### src/rtl/clk_div_ctrl.sv
// clk_div_ctrl: run-time controller for a programmable integer clock divider.
// Holds the active divide ratio, runs the period counter, and applies ratio
// changes only at a period boundary. Produces a registered per-period tick
// (clock enable) and a registered divided waveform.
// Optional build macro CLK_DIV_CTRL_CNT_EN adds a 16-bit period_cnt output
// that counts ticks.
module clk_div_ctrl #(
    parameter int WIDTH       = 8,
    parameter int DEFAULT_DIV = 3
) (
    input  logic             clk_in,
    input  logic             rst,
    input  logic             enable,
    input  logic             div_req,
    input  logic [WIDTH-1:0] div_val,
    output logic             div_ack,
    output logic             div_err,
    output logic             div_busy,
    output logic             tick,
    output logic             div_out,
`ifdef CLK_DIV_CTRL_CNT_EN
    output logic [15:0]      period_cnt,
`endif
    output logic [WIDTH-1:0] cur_div
);

    typedef enum logic [1:0] {
        ST_STOP = 2'd0,
        ST_RUN  = 2'd1,
        ST_PEND = 2'd2
    } state_t;

    localparam logic [WIDTH-1:0] ZERO_C = {WIDTH{1'b0}};
    localparam logic [WIDTH-1:0] ONE_C  = {{(WIDTH-1){1'b0}}, 1'b1};
    localparam logic [WIDTH-1:0] TWO_C  = {{(WIDTH-2){1'b0}}, 2'b10};
    localparam logic [WIDTH-1:0] DEF_C  = WIDTH'(DEFAULT_DIV);

    // Number of high cycles in a period: ceil(n/2), computed one bit wider
    // so the largest ratio does not overflow.
    function automatic logic [WIDTH:0] high_len(input logic [WIDTH-1:0] n);
        return ({1'b0, n} + {{WIDTH{1'b0}}, 1'b1}) >> 1;
    endfunction

    state_t           state_r, state_s;
    logic [WIDTH-1:0] cnt_r, cnt_s;
    logic [WIDTH-1:0] cur_div_r, cur_div_s;
    logic [WIDTH-1:0] pend_div_r, pend_div_s;
    logic             ack_r, ack_s;
    logic             err_r, err_s;
    logic             busy_r, busy_s;
    logic             tick_r, tick_s;
    logic             div_out_r, div_out_s;
    logic             wrap_s;
    logic             req_ok_s;
    logic             req_bad_s;

    // Next-state, counter and ratio-update logic; outputs are computed from
    // the next values so that the registered outputs line up with cnt_r.
    always_comb begin
        state_s    = state_r;
        cnt_s      = cnt_r;
        cur_div_s  = cur_div_r;
        pend_div_s = pend_div_r;
        ack_s      = 1'b0;
        err_s      = 1'b0;
        busy_s     = busy_r;
        wrap_s     = (cnt_r == (cur_div_r - ONE_C));
        req_ok_s   = div_req & ~busy_r;
        req_bad_s  = (div_val < TWO_C);

        // Too-small ratios are rejected in any non-busy state.
        if (req_ok_s && req_bad_s) begin
            ack_s = 1'b1;
            err_s = 1'b1;
        end else begin
            err_s = 1'b0;
        end

        case (state_r)
            ST_STOP: begin
                cnt_s = ZERO_C;
                if (req_ok_s && !req_bad_s) begin
                    cur_div_s = div_val;
                    ack_s     = 1'b1;
                end else begin
                    cur_div_s = cur_div_r;
                end
                if (enable) begin
                    state_s = ST_RUN;
                end else begin
                    state_s = ST_STOP;
                end
            end
            ST_RUN: begin
                cnt_s = wrap_s ? ZERO_C : (cnt_r + ONE_C);
                if (req_ok_s && !req_bad_s) begin
                    // A request on the wrap cycle still waits a full period.
                    pend_div_s = div_val;
                    busy_s     = 1'b1;
                    state_s    = ST_PEND;
                end else if (wrap_s && !enable) begin
                    state_s = ST_STOP;
                end else begin
                    state_s = ST_RUN;
                end
            end
            ST_PEND: begin
                cnt_s = wrap_s ? ZERO_C : (cnt_r + ONE_C);
                if (wrap_s) begin
                    cur_div_s = pend_div_r;
                    ack_s     = 1'b1;
                    busy_s    = 1'b0;
                    state_s   = enable ? ST_RUN : ST_STOP;
                end else begin
                    state_s = ST_PEND;
                end
            end
            default: begin
                state_s = ST_STOP;
                cnt_s   = ZERO_C;
                busy_s  = 1'b0;
            end
        endcase

        tick_s    = (state_s != ST_STOP) && (cnt_s == ZERO_C);
        div_out_s = (state_s != ST_STOP) && ({1'b0, cnt_s} < high_len(cur_div_s));
    end

    // State, counter, ratio and registered output flops.
    always_ff @(posedge clk_in or negedge rst) begin
        if (!rst) begin
            state_r    <= ST_STOP;
            cnt_r      <= ZERO_C;
            cur_div_r  <= DEF_C;
            pend_div_r <= ZERO_C;
            ack_r      <= 1'b0;
            err_r      <= 1'b0;
            busy_r     <= 1'b0;
            tick_r     <= 1'b0;
            div_out_r  <= 1'b0;
        end else begin
            state_r    <= state_s;
            cnt_r      <= cnt_s;
            cur_div_r  <= cur_div_s;
            pend_div_r <= pend_div_s;
            ack_r      <= ack_s;
            err_r      <= err_s;
            busy_r     <= busy_s;
            tick_r     <= tick_s;
            div_out_r  <= div_out_s;
        end
    end

`ifdef CLK_DIV_CTRL_CNT_EN
    logic [15:0] period_cnt_r;

    // Tick counter: advances together with each registered tick, wraps freely.
    always_ff @(posedge clk_in or negedge rst) begin
        if (!rst) begin
            period_cnt_r <= 16'h0000;
        end else if (tick_s) begin
            period_cnt_r <= period_cnt_r + 16'h0001;
        end else begin
            period_cnt_r <= period_cnt_r;
        end
    end

    assign period_cnt = period_cnt_r;
`endif

    assign div_ack  = ack_r;
    assign div_err  = err_r;
    assign div_busy = busy_r;
    assign tick     = tick_r;
    assign div_out  = div_out_r;
    assign cur_div  = cur_div_r;

endmodule

### config.mk
export PLATFORM = sky130hd
export DESIGN_NAME = clk_div_ctrl
export DESIGN_NICKNAME = d
export VERILOG_FILES = /design/src/rtl/clk_div_ctrl.sv
export SDC_FILE = /design/constraint.sdc
export NUM_CORES = 1
export LEC_CHECK = 0
export ABC_CLOCK_PERIOD_IN_PS = 3600
export CORE_AREA = 5 5 71 73
export DETAILED_ROUTE_END_ITERATION = 6
export DIE_AREA = 0 0 76 78
export PLACE_DENSITY = 0.76
export SYNTH_ARGS = -nofsm -noshare
export SYNTH_HDL_FRONTEND = slang
export SYNTH_SLANG_ARGS = --single-unit
### constraint.sdc
create_clock -name clk_in -period 3.6 [get_ports clk_in]
set_input_delay 0.72 -clock clk_in [delete_from_list [all_inputs] [get_ports clk_in]]
set_output_delay 0.72 -clock clk_in [all_outputs]
set_load 0.01 [all_outputs]
==> summary.md <==
| Metric | Value |
|---|---|
| Clk_skew | 6.68 ps |
| Sequential share of the synthesized area | 36.1% |
| Crit Path Class | reg -> reg |
| Post-Route WL | 5.87 mm |
| Drt pass-1 iters | 4 |
| Post-synth ARST share | 100% |
| Top Metal Used | met4 |
| Mean routed wirelength per cell | 17.3 um |
| PwrDens | 856 nW/um^2 |
| Area growth, synth to finish | 37.1% |
| Remaining Overflow, GRT | 0 |
| Avg Inst Size Synth | 9.70 um^2 |
| # fillers | 335 |
| GRT Overall Usage | 20.9% |
| Die ar. | 5930 um^2 |
| Vias | 1,938 |
| Ys Warns | 0 |
| Critical Path Fanout Max | 4 |
| H-tree levels | 2 |
| Yosys cell types | 54 |
| # DRC | 0 |
| Starting Density | 50.1% |
| Top area cells in the synthesized netlist | dfrtp_1 34%, ha_1 8.1%, mux2_2 5.2% |
| Top FF cell, synth | dfrtp_1 |
| Final ANT Viol Nets | 0 |
| DR WL met2 | 2.88 mm |
| Worst min-delay path class | reg -> reg |
| Core Area | 4290 um^2 |
| Nets | 313 |
| VDD IR max | 0.000482 V |
| Die H | 78 um |
| Unrepaired setup endpoints after global routing | true |
| Worst Path Required | 3820 ps |
| Final Critical Period | 3600 ps |
| Wl on met1 | 2.63 mm |
| Worst slew pin tran | 527 ps |
| Die W | 76 um |
| Most frequent cells in the layout | 40 x buf_4, 29 x dfrtp_1, 23 x clkdlybuf4s50_1 |
| Vias in the first global route | 2,027 |
| Max_slew headroom | 64.9% |
| CP arrival | 3820 ps |
| Ports | 25 |
| Layout Utilization | 68.8% |
| Status | finished, final reports clean |
| Cell Rows | 24 |
| Post-synthesis cell count | 222 |
| Worst setup EP type | flop |
| Max Clock Freq | 278 MHz |
| Setup-failing EPs final | 0 |
| Syn nets | 248 |
| Clock sinks | 31 |
| Final Cycle Share | 100% |
| Maximum buffer depth of the clock tree | 2 |
| Mapped cell area | 2150 um^2 |
| Synth Register Bits | 31 |
| Largest net degree at the start of global routing | 32 |
| CTS tree | yes |
| Post-layout instance area | 2950 um^2 |
| Layout cell share with drive strength beyond 1 | 30.9% |
| Leakage | 1.33 nW |
| Initial antenna violation count | 0 |
| RePlAce Congestion | 0.938 |
| Kind of start point of the critical path | flop |
| Area share of the leading cell type in the synthesized netlist | 33.7% |
| Number of max-cap violations | 0 |
| Met3 wire len | 263 um |
| First-pass GRT wire length | 9.85 mm |
| Worst-Skew Late Latency | 290 ps |
| Setup TNS | 0 ps |
| Post-DP HPWL | 4.47 mm |
| Clock Tree Root | clkbuf_8 |
| Area leader, netlist | dfrtp_1 |
| Final Max Tran Viols | 0 |
| CTS Buf Count | 5 |
| Via density | 5.70 |
| Reg clk slew, reported paths | 60 ps |
| N_diodes | 0 |
| Number of synthesized flops with an enable pin | 0 |
| Port Buf Inserts | 24 |
| Area post-placement | 2750 um^2 |
| DR iter-0 viols | 164 |
| Fin. Hold Viols | 0 |
| Leading cell type in the layout, fill and taps excluded | buf_4 |
[Yosys cell counts (4+ instances only)]
master,number
dfrtp_1,29
nor3_1,7
ha_1,14
xor2_1,12
nor3b_1,4
a21oi_1,10
nor2_1,15
inv_1,8
mux2_2,10
a21o_1,4
o21ai_0,4
nand2_1,23
xnor2_1,12
nand4_1,4
nand3_1,8
and3_1,7
[kinds of logic (layout without fill, tap and decap cells)]
logic type	Yosys count	after routing	share of synthesized area, %
XOR/XNOR	25	25	10.8
AO/OA/AOI/OAI	44	44	15.6
adder cells (fa/ha/maj)	14	14	8.13
buffers and inverters	14	80	2.61
AND/OR/NAND/NOR	82	82	20.6
flip-flops	31	31	36.1
multiplexers	12	12	6.16
[final cells by class]
type / instances / area (um^2) / share of cell area [%]
clock buffer: 7 / 86.3 / 2.92
clock inverter: 1 / 5.00 / 0.169
inverter: 8 / 30.0 / 1.02
multi-input combinational: 177 / 1450 / 48.9
sequential: 31 / 778 / 26.4
tap: 52 / 65.1 / 2.20
timing repair buffer: 64 / 543 / 18.4
[worst paths after layout]
kind	from	endpoint	slack, ps	cells after the start
setup / recovery	cur_div[1]$_DFF_PN1_	div_out$_DFF_PN0_	0.9	17
setup reg to reg	cur_div[1]$_DFF_PN1_	div_out$_DFF_PN0_	0.9	17
hold reg to reg	pend_div_r[0]$_DFFE_PN0P_	pend_div_r[0]$_DFFE_PN0P_	510	1
hold / removal	pend_div_r[0]$_DFFE_PN0P_	pend_div_r[0]$_DFFE_PN0P_	510	1
min in group asynchronous	rst	cnt_r[4]$_DFF_PN0_	820	2
max in group asynchronous	rst	cur_div[0]$_DFF_PN1_	2450	2
[state kept, by name (all words and copies together), names as in the netlist, 2 cells and up]
signal      count
cur_div         8
state_r         2
pend_div_r      8
cnt_r           8
[per-layer routing]
| metal | track usage (%) | vias up |
|---|---|---|
| met5 | 0 | - |
| met4 | 8.54 | 0 |
| met3 | 3.70 | 8 |
| met2 | 34.4 | 56 |
| met1 | 27.0 | 931 |
| li1 | - | 943 |
[power by group]
part | switching [W] | total (W) | internal, W | leakage (nW)
registers | 0.000111 | 0.000595 | 0.000484 | 0.393
clock network | 0.000129 | 0.000283 | 0.000154 | 0.0482
logic | 0.000839 | 0.00165 | 0.000812 | 0.891
[repair_timing]
action | 4_1_cts | 5_1_grt
gates resized for setup | 7 | 13
setup endpoints to repair | 1 | 1
hold buffers | 0 | 0
buffers inserted | 3 | 0
pin swaps | 6 | 10
[stage by stage]
step / setup slack [ps] / std cells / hold slack, ps / power (W)
after floorplan: -73.8 / 222 / 424 / 0.00150
after global placement: -220 / 329 / 491 / 0.00207
after detailed placement: -337 / 329 / 499 / 0.00212
after CTS: 29.8 / 340 / 513 / 0.00247
after global routing: -147 / 340 / 537 / 0.00272
final: 0.885 / 340 / 509 / 0.00253
[worst max-delay path, cell delays in order, from the launching register on]
cell and delay (ps):
dfstp_2 540, inv_2 50, ha_4 160, xnor3_1 240, nand2_2 80, a2111oi_4 350
and3_4 280, o21ai_2 90, or2_2 300, ha_2 200, buf_4 130, nand3_1 100
xnor2_2 140, ha_1 280, a21oi_2 170, nor2_2 60, a211oi_2 200, o311a_1 180
Note: power is estimated with default switching activity, not from simulation.
